[config.mk]
export PLATFORM = sky130hd
export DESIGN_NAME = bpsk_symbol_mod
export DESIGN_NICKNAME = d
export VERILOG_FILES = /design/src/rtl/bpsk_symbol_mod.sv
export SDC_FILE = /design/constraint.sdc
export NUM_CORES = 1
export LEC_CHECK = 0
export CAP_MARGIN = 20
export CORE_ASPECT_RATIO = 1.25
export CORE_MARGIN = 5
export CORE_UTILIZATION = 30
export DETAILED_ROUTE_END_ITERATION = 7
export HOLD_SLACK_MARGIN = 0.12
export PLACE_DENSITY = 0.56
export SYNTH_ARGS = -nofsm -noshare
export SYNTH_HDL_FRONTEND = slang
export SYNTH_SLANG_ARGS = --single-unit
[constraint.sdc]
create_clock -name clk -period 6.7 [get_ports clk]
set_input_delay 1.34 -clock clk [delete_from_list [all_inputs] [get_ports clk]]
set_output_delay 1.34 -clock clk [all_outputs]
set_load 0.05 [all_outputs]
[src/rtl/bpsk_symbol_mod.sv]
// BPSK symbol modulator: bit FIFO feeding a per-symbol carrier negation stage.
// Define DIFF_ENCODE_EN for differential encoding against the previously transmitted symbol.
module bpsk_symbol_mod #(
    parameter int unsigned SAMPLES_PER_SYM = 16,
    parameter int unsigned FIFO_DEPTH      = 4
) (
    input  logic              clk,
    input  logic              rst,
    input  logic signed [8:0] sample_in,
    input  logic              sample_valid,
    input  logic              bit_in,
    input  logic              bit_valid,
    output logic              bit_ready,
    output logic signed [8:0] mod_out,
    output logic              out_valid,
    output logic              out_last,
    output logic              busy
);

    localparam int unsigned CW = $clog2(SAMPLES_PER_SYM);
    localparam int unsigned PW = $clog2(FIFO_DEPTH);
    localparam logic [CW-1:0] LAST_CNT = CW'(SAMPLES_PER_SYM - 1);
    localparam logic [PW:0]   FULL_CNT = (PW + 1)'(FIFO_DEPTH);

    typedef enum logic {IDLE, RUN} state_e;

    state_e            state_q, state_d;
    logic [CW-1:0]     cnt_q, cnt_d;
    logic              sym_q, sym_d;
    logic [8:0]        mod_q, mod_d;
    logic              valid_q;
    logic              last_q, last_d;
    logic [FIFO_DEPTH-1:0] fifo_q;
    logic [PW-1:0]     wr_ptr_q, rd_ptr_q;
    logic [PW:0]       count_q;
    logic              fifo_empty, push, pop, tx_bit, use_sym, active;
`ifdef DIFF_ENCODE_EN
    logic              ref_q, ref_d;
`endif

    function automatic logic [8:0] neg_sat(input logic [8:0] s);
        // -(-256) does not fit in 9 bits; clamp to +255
        return (s == 9'h100) ? 9'h0FF : 9'(~s + 9'd1);
    endfunction

    assign fifo_empty = (count_q == '0);
    assign bit_ready  = (count_q != FULL_CNT);
    assign push       = bit_valid && bit_ready;

`ifdef DIFF_ENCODE_EN
    assign tx_bit = fifo_q[rd_ptr_q] ^ ref_q;
`else
    assign tx_bit = fifo_q[rd_ptr_q];
`endif

    always_comb begin
        state_d = state_q;
        cnt_d   = cnt_q;
        sym_d   = sym_q;
        mod_d   = mod_q;
        last_d  = 1'b0;
        pop     = 1'b0;
        active  = 1'b0;
        use_sym = sym_q;
`ifdef DIFF_ENCODE_EN
        ref_d   = ref_q;
`endif
        case (state_q)
            IDLE: begin
                cnt_d = '0;
                if (sample_valid && !fifo_empty) begin
                    // popped bit modulates this same sample, so it counts as sample 0
                    pop     = 1'b1;
                    active  = 1'b1;
                    sym_d   = tx_bit;
                    use_sym = tx_bit;
                    cnt_d   = CW'(1);
                    state_d = RUN;
`ifdef DIFF_ENCODE_EN
                    ref_d   = tx_bit;
`endif
                end
            end
            RUN: begin
                if (sample_valid) begin
                    active = 1'b1;
                    if (cnt_q == LAST_CNT) begin
                        cnt_d = '0;
                        if (!fifo_empty) begin
                            pop   = 1'b1;
                            sym_d = tx_bit;
`ifdef DIFF_ENCODE_EN
                            ref_d = tx_bit;
`endif
                        end else begin
                            state_d = IDLE;
                            last_d  = 1'b1;
`ifdef DIFF_ENCODE_EN
                            ref_d   = 1'b0;
`endif
                        end
                    end else begin
                        cnt_d = CW'(cnt_q + 1'b1);
                    end
                end
            end
            default: state_d = IDLE;
        endcase
        if (sample_valid) begin
            mod_d = active ? (use_sym ? neg_sat(sample_in) : sample_in) : '0;
        end
    end

    always_ff @(posedge clk) begin
        if (rst) begin
            state_q  <= IDLE;
            cnt_q    <= '0;
            sym_q    <= 1'b0;
            mod_q    <= '0;
            valid_q  <= 1'b0;
            last_q   <= 1'b0;
            fifo_q   <= '0;
            wr_ptr_q <= '0;
            rd_ptr_q <= '0;
            count_q  <= '0;
`ifdef DIFF_ENCODE_EN
            ref_q    <= 1'b0;
`endif
        end else begin
            state_q <= state_d;
            cnt_q   <= cnt_d;
            sym_q   <= sym_d;
            mod_q   <= mod_d;
            valid_q <= sample_valid;
            last_q  <= last_d;
`ifdef DIFF_ENCODE_EN
            ref_q   <= ref_d;
`endif
            if (push) begin
                fifo_q[wr_ptr_q] <= bit_in;
                wr_ptr_q         <= PW'(wr_ptr_q + 1'b1);
            end
            if (pop) begin
                rd_ptr_q <= PW'(rd_ptr_q + 1'b1);
            end
            case ({push, pop})
                2'b10:   count_q <= (PW + 1)'(count_q + 1'b1);
                2'b01:   count_q <= (PW + 1)'(count_q - 1'b1);
                default: count_q <= count_q;
            endcase
        end
    end

    assign mod_out   = mod_q;
    assign out_valid = valid_q;
    assign out_last  = last_q;
    assign busy      = (state_q == RUN);

endmodule

==> flow_summary.json <==
{
  "status": "complete, no violations",
  "criticalPathCategory": "input port to flop",
  "viasPerCell": 4.74,
  "ys_seq_elements": 28,
  "drt-pass1-iter-count": 4,
  "synth_top_area_cell": "dfxtp_1",
  "grt_overflow": 0,
  "postCtsSetupRepairBufs": 0,
  "cts_tree": "yes",
  "area_growth_pct": 25.9,
  "synth_area_per_cell_sq_um": 8.42,
  "post_cts_resized": 0,
  "multiInputGateArea_sq_um": 835,
  "wl_per_cell_um": 11.7,
  "postCtsHoldBufs": 0,
  "io_buffer_count": 26,
  "dp_hpwl_um": 2320,
  "worst_path_dominant_cell_family": "compound AO/OA/AOI/OAI gates",
  "r2r_start": "cnt_q[0]$_SDFFE_PP0P_",
  "critical_path_arrival_ns": 3.84,
  "reg2reg_setup_slack_ns": 4.13,
  "setup_viol": 0,
  "synth_top_family_by_area": "simple AND/OR/NAND/NOR gates",
  "synthMuxAreaShare_pct": 7.87,
  "max-cap-violations": 0,
  "gp_congestion": 0.750,
  "critical_path.startpoint": "sample_valid",
  "worstSkewPairLatency_ns": 0.27,
  "io_pins": 27,
  "fin_skew_ns": 0.00669,
  "chipHeight_um": 87.7,
  "syn-num-nets": 194,
  "crit_buf_inv": 2,
  "synth-main-ff-cell": "dfxtp_1",
  "critPathRequiredTime_ns": 6.90,
  "path_cells": "clkdlybuf4s50_1 > o31ai_1 > a21oi_1 > ha_1 > inv_1 > fa_1 > xor2_1 > or3_1 > a21oi_1",
  "hold_viol": 0,
  "finalWirelength_um": 3020,
  "fp-row-count": 28,
  "grt_pass1_wl_um": 5150,
  "ir_worst_vdd_mv": 0.112,
  "yosysSeqAreaShare_pct": 38.7,
  "cts_root_buffer": "clkbuf_8",
  "hold_class": "flop to flop",
  "critPathLaunchType": "input port",
  "die_x_um": 72.1,
  "ant_nets": 0,
  "clock.fmax_ghz": 0.274,
  "synth-simple-area-share_pct": 22.9,
  "synth_area_leaders": "dfxtp_1 39%, nor2_1 6.5%, ha_1 6.1%",
  "synthTopCellsByCount": "28 x dfxtp_1, 25 x nor2_1, 23 x nand2_1",
  "synthArstFlopShare_pct": 0,
  "yosysTopAreaCellShare_pct": 38.7,
  "initial_core_util_pct": 30.8,
  "final-seq-area_sq_um": 561,
  "syn_area_sq_um": 1450,
  "die_area_sq_um": 6320,
  "period_minus_slack_ns": 3.65,
  "grt_pass1_vias": 1171,
  "worst_path_max_delay_cell": "clkdlybuf4s50_1",
  "diodes": 0,
  "numCtsBuffers": 3,
  "antenna_found_initial": 0,
  "fin_tns_setup_ns": 0,
  "yosysUniqueCellTypes": 33,
  "rsz0062_at_grt": "no",
  "synth_edf_count": 0,
  "synth_compound_area_share_pct": 14.0,
  "drc_errors": 0,
  "end_kind": "flop",
  "clk_transition_reported_paths_ns": 0.10,
  "fin_crit_sh_pct": 54.4,
  "cp.depth": 9,
  "yosysMostFrequentCell": "dfxtp_1",
  "leakagePower_nw": 0.695,
  "worstReg2RegEnd": "count_q[2]$_SDFFE_PP0P_",
  "core_sq_um": 4690,
  "slew_headroom_pct": 49.3,
  "p_per_area_nw_per_um2": 334,
  "vias": 1223,
  "clockBufferDepth": 2,
  "fillCellCount": 504,
  "clock_sinks": 28,
  "reg2regPathDepth": 9,
  "h-tree-depth": 1,
  "grt_max_degree": 21,
  "layout.nets": 221,
  "path_max_fanout": 7,
  "synth-warning-count": 0,
  "grt_usage_pct": 9.94,
  "drive_above_1_share_pct": 4.55,
  "synthCells": 172,
  "cpMostUsedCell": "a21oi_1",
  "synthAdderAreaFrac_pct": 7.43,
  "worst_pin_slew_ns": 0.758,
  "synthXorXnorAreaFrac_pct": 5.45,
  "endpoint": "count_q[2]$_SDFFE_PP0P_",
  "dr.first_iter.drc_count": 48,
  "slowest_delay_ns": 0.63,
  "p_total_mw": 0.608,
  "drv_slew": 0
}
[cell usage in the layout (no fill, tap or decap), types with 6 or more instances in the layout]
cell,count
nor2_1,25
clkdlybuf4s50_1,26
a21oi_1,13
dfxtp_1,28
nand2_1,23
mux2i_1,8
ha_1,7
inv_1,10
xor2_1,6
[worst min-delay path, cell delays in order, from the launching register on]
cell and delay [ns]:
dfxtp_1 0.32, nand2_1 0.05, o21ai_1 0.05
[cell families (layout without fill, tap and decap cells)]
logic type	Yosys count	after routing
adder cells (fa/ha/maj)	8	8
XOR/XNOR	9	9
buffers and inverters	14	40
AND/OR/NAND/NOR	70	70
multiplexers	10	10
AO/OA/AOI/OAI	33	33
flip-flops	28	28
[power by group]
group	internal (mW)	total, mW	switching (mW)
logic	0.108	0.271	0.163
registers	0.199	0.233	0.0347
clock network	0.0525	0.104	0.0510
[layer usage]
layer  vias up  GRT usage, %  part of all wire, %
li1        646             -                    -
met1       556          12.6                   47
met2        19          17.4                   48
met3         2          1.61                  3.8
met4         0          2.56                 0.70
met5         -             0                    0
[state kept, by name, summed over array words and instances (netlist names)]
signal,cells
busy,1
out_valid,1
count_q,3
cnt_q,4
fifo_q,4
mod_out,9
wr_ptr_q,2
out_last,1
sym_q,1
rd_ptr_q,2
[final cells by class]
cell class                 count  area share, %
multi-input combinational    130           45.8
sequential                    28           30.7
timing repair buffer          26           14.3
tap                           60           4.12
clock buffer                   4           3.02
inverter                      10           2.06
[worst min path at each step]
stage,startpoint,to,slack [ns],cells past startpoint
after CTS,mod_out[8]$_SDFFE_PP0P_,mod_out[8]$_SDFFE_PP0P_,0.46,2
final,mod_out[8]$_SDFFE_PP0P_,mod_out[8]$_SDFFE_PP0P_,0.45,2
after global placement,mod_out[1]$_SDFFE_PP0P_,mod_out[1]$_SDFFE_PP0P_,0.44,2
after detailed placement,mod_out[1]$_SDFFE_PP0P_,mod_out[1]$_SDFFE_PP0P_,0.44,2
after floorplan,fifo_q[2]$_SDFFE_PP0P_,fifo_q[2]$_SDFFE_PP0P_,0.46,2
after global routing,mod_out[4]$_SDFFE_PP0P_,mod_out[4]$_SDFFE_PP0P_,0.48,2
[per-stage QoR]
stage / std cells / utilization, % / area, sq um / hold slack (ns) / setup WS, ns
2_1_floorplan: 172 / - / 1450 / 0.458 / 3.39
3_5_place_dp: 254 / 37.7 / 1770 / 0.442 / 2.75
5_1_grt: 258 / 38.8 / 1820 / 0.481 / 2.88
3_3_place_gp: 254 / 37.7 / 1770 / 0.440 / 2.81
6_report: 258 / 38.8 / 1820 / 0.452 / 3.05
4_1_cts: 258 / 38.8 / 1820 / 0.457 / 3.03
Power figures use the tool's default switching activity.
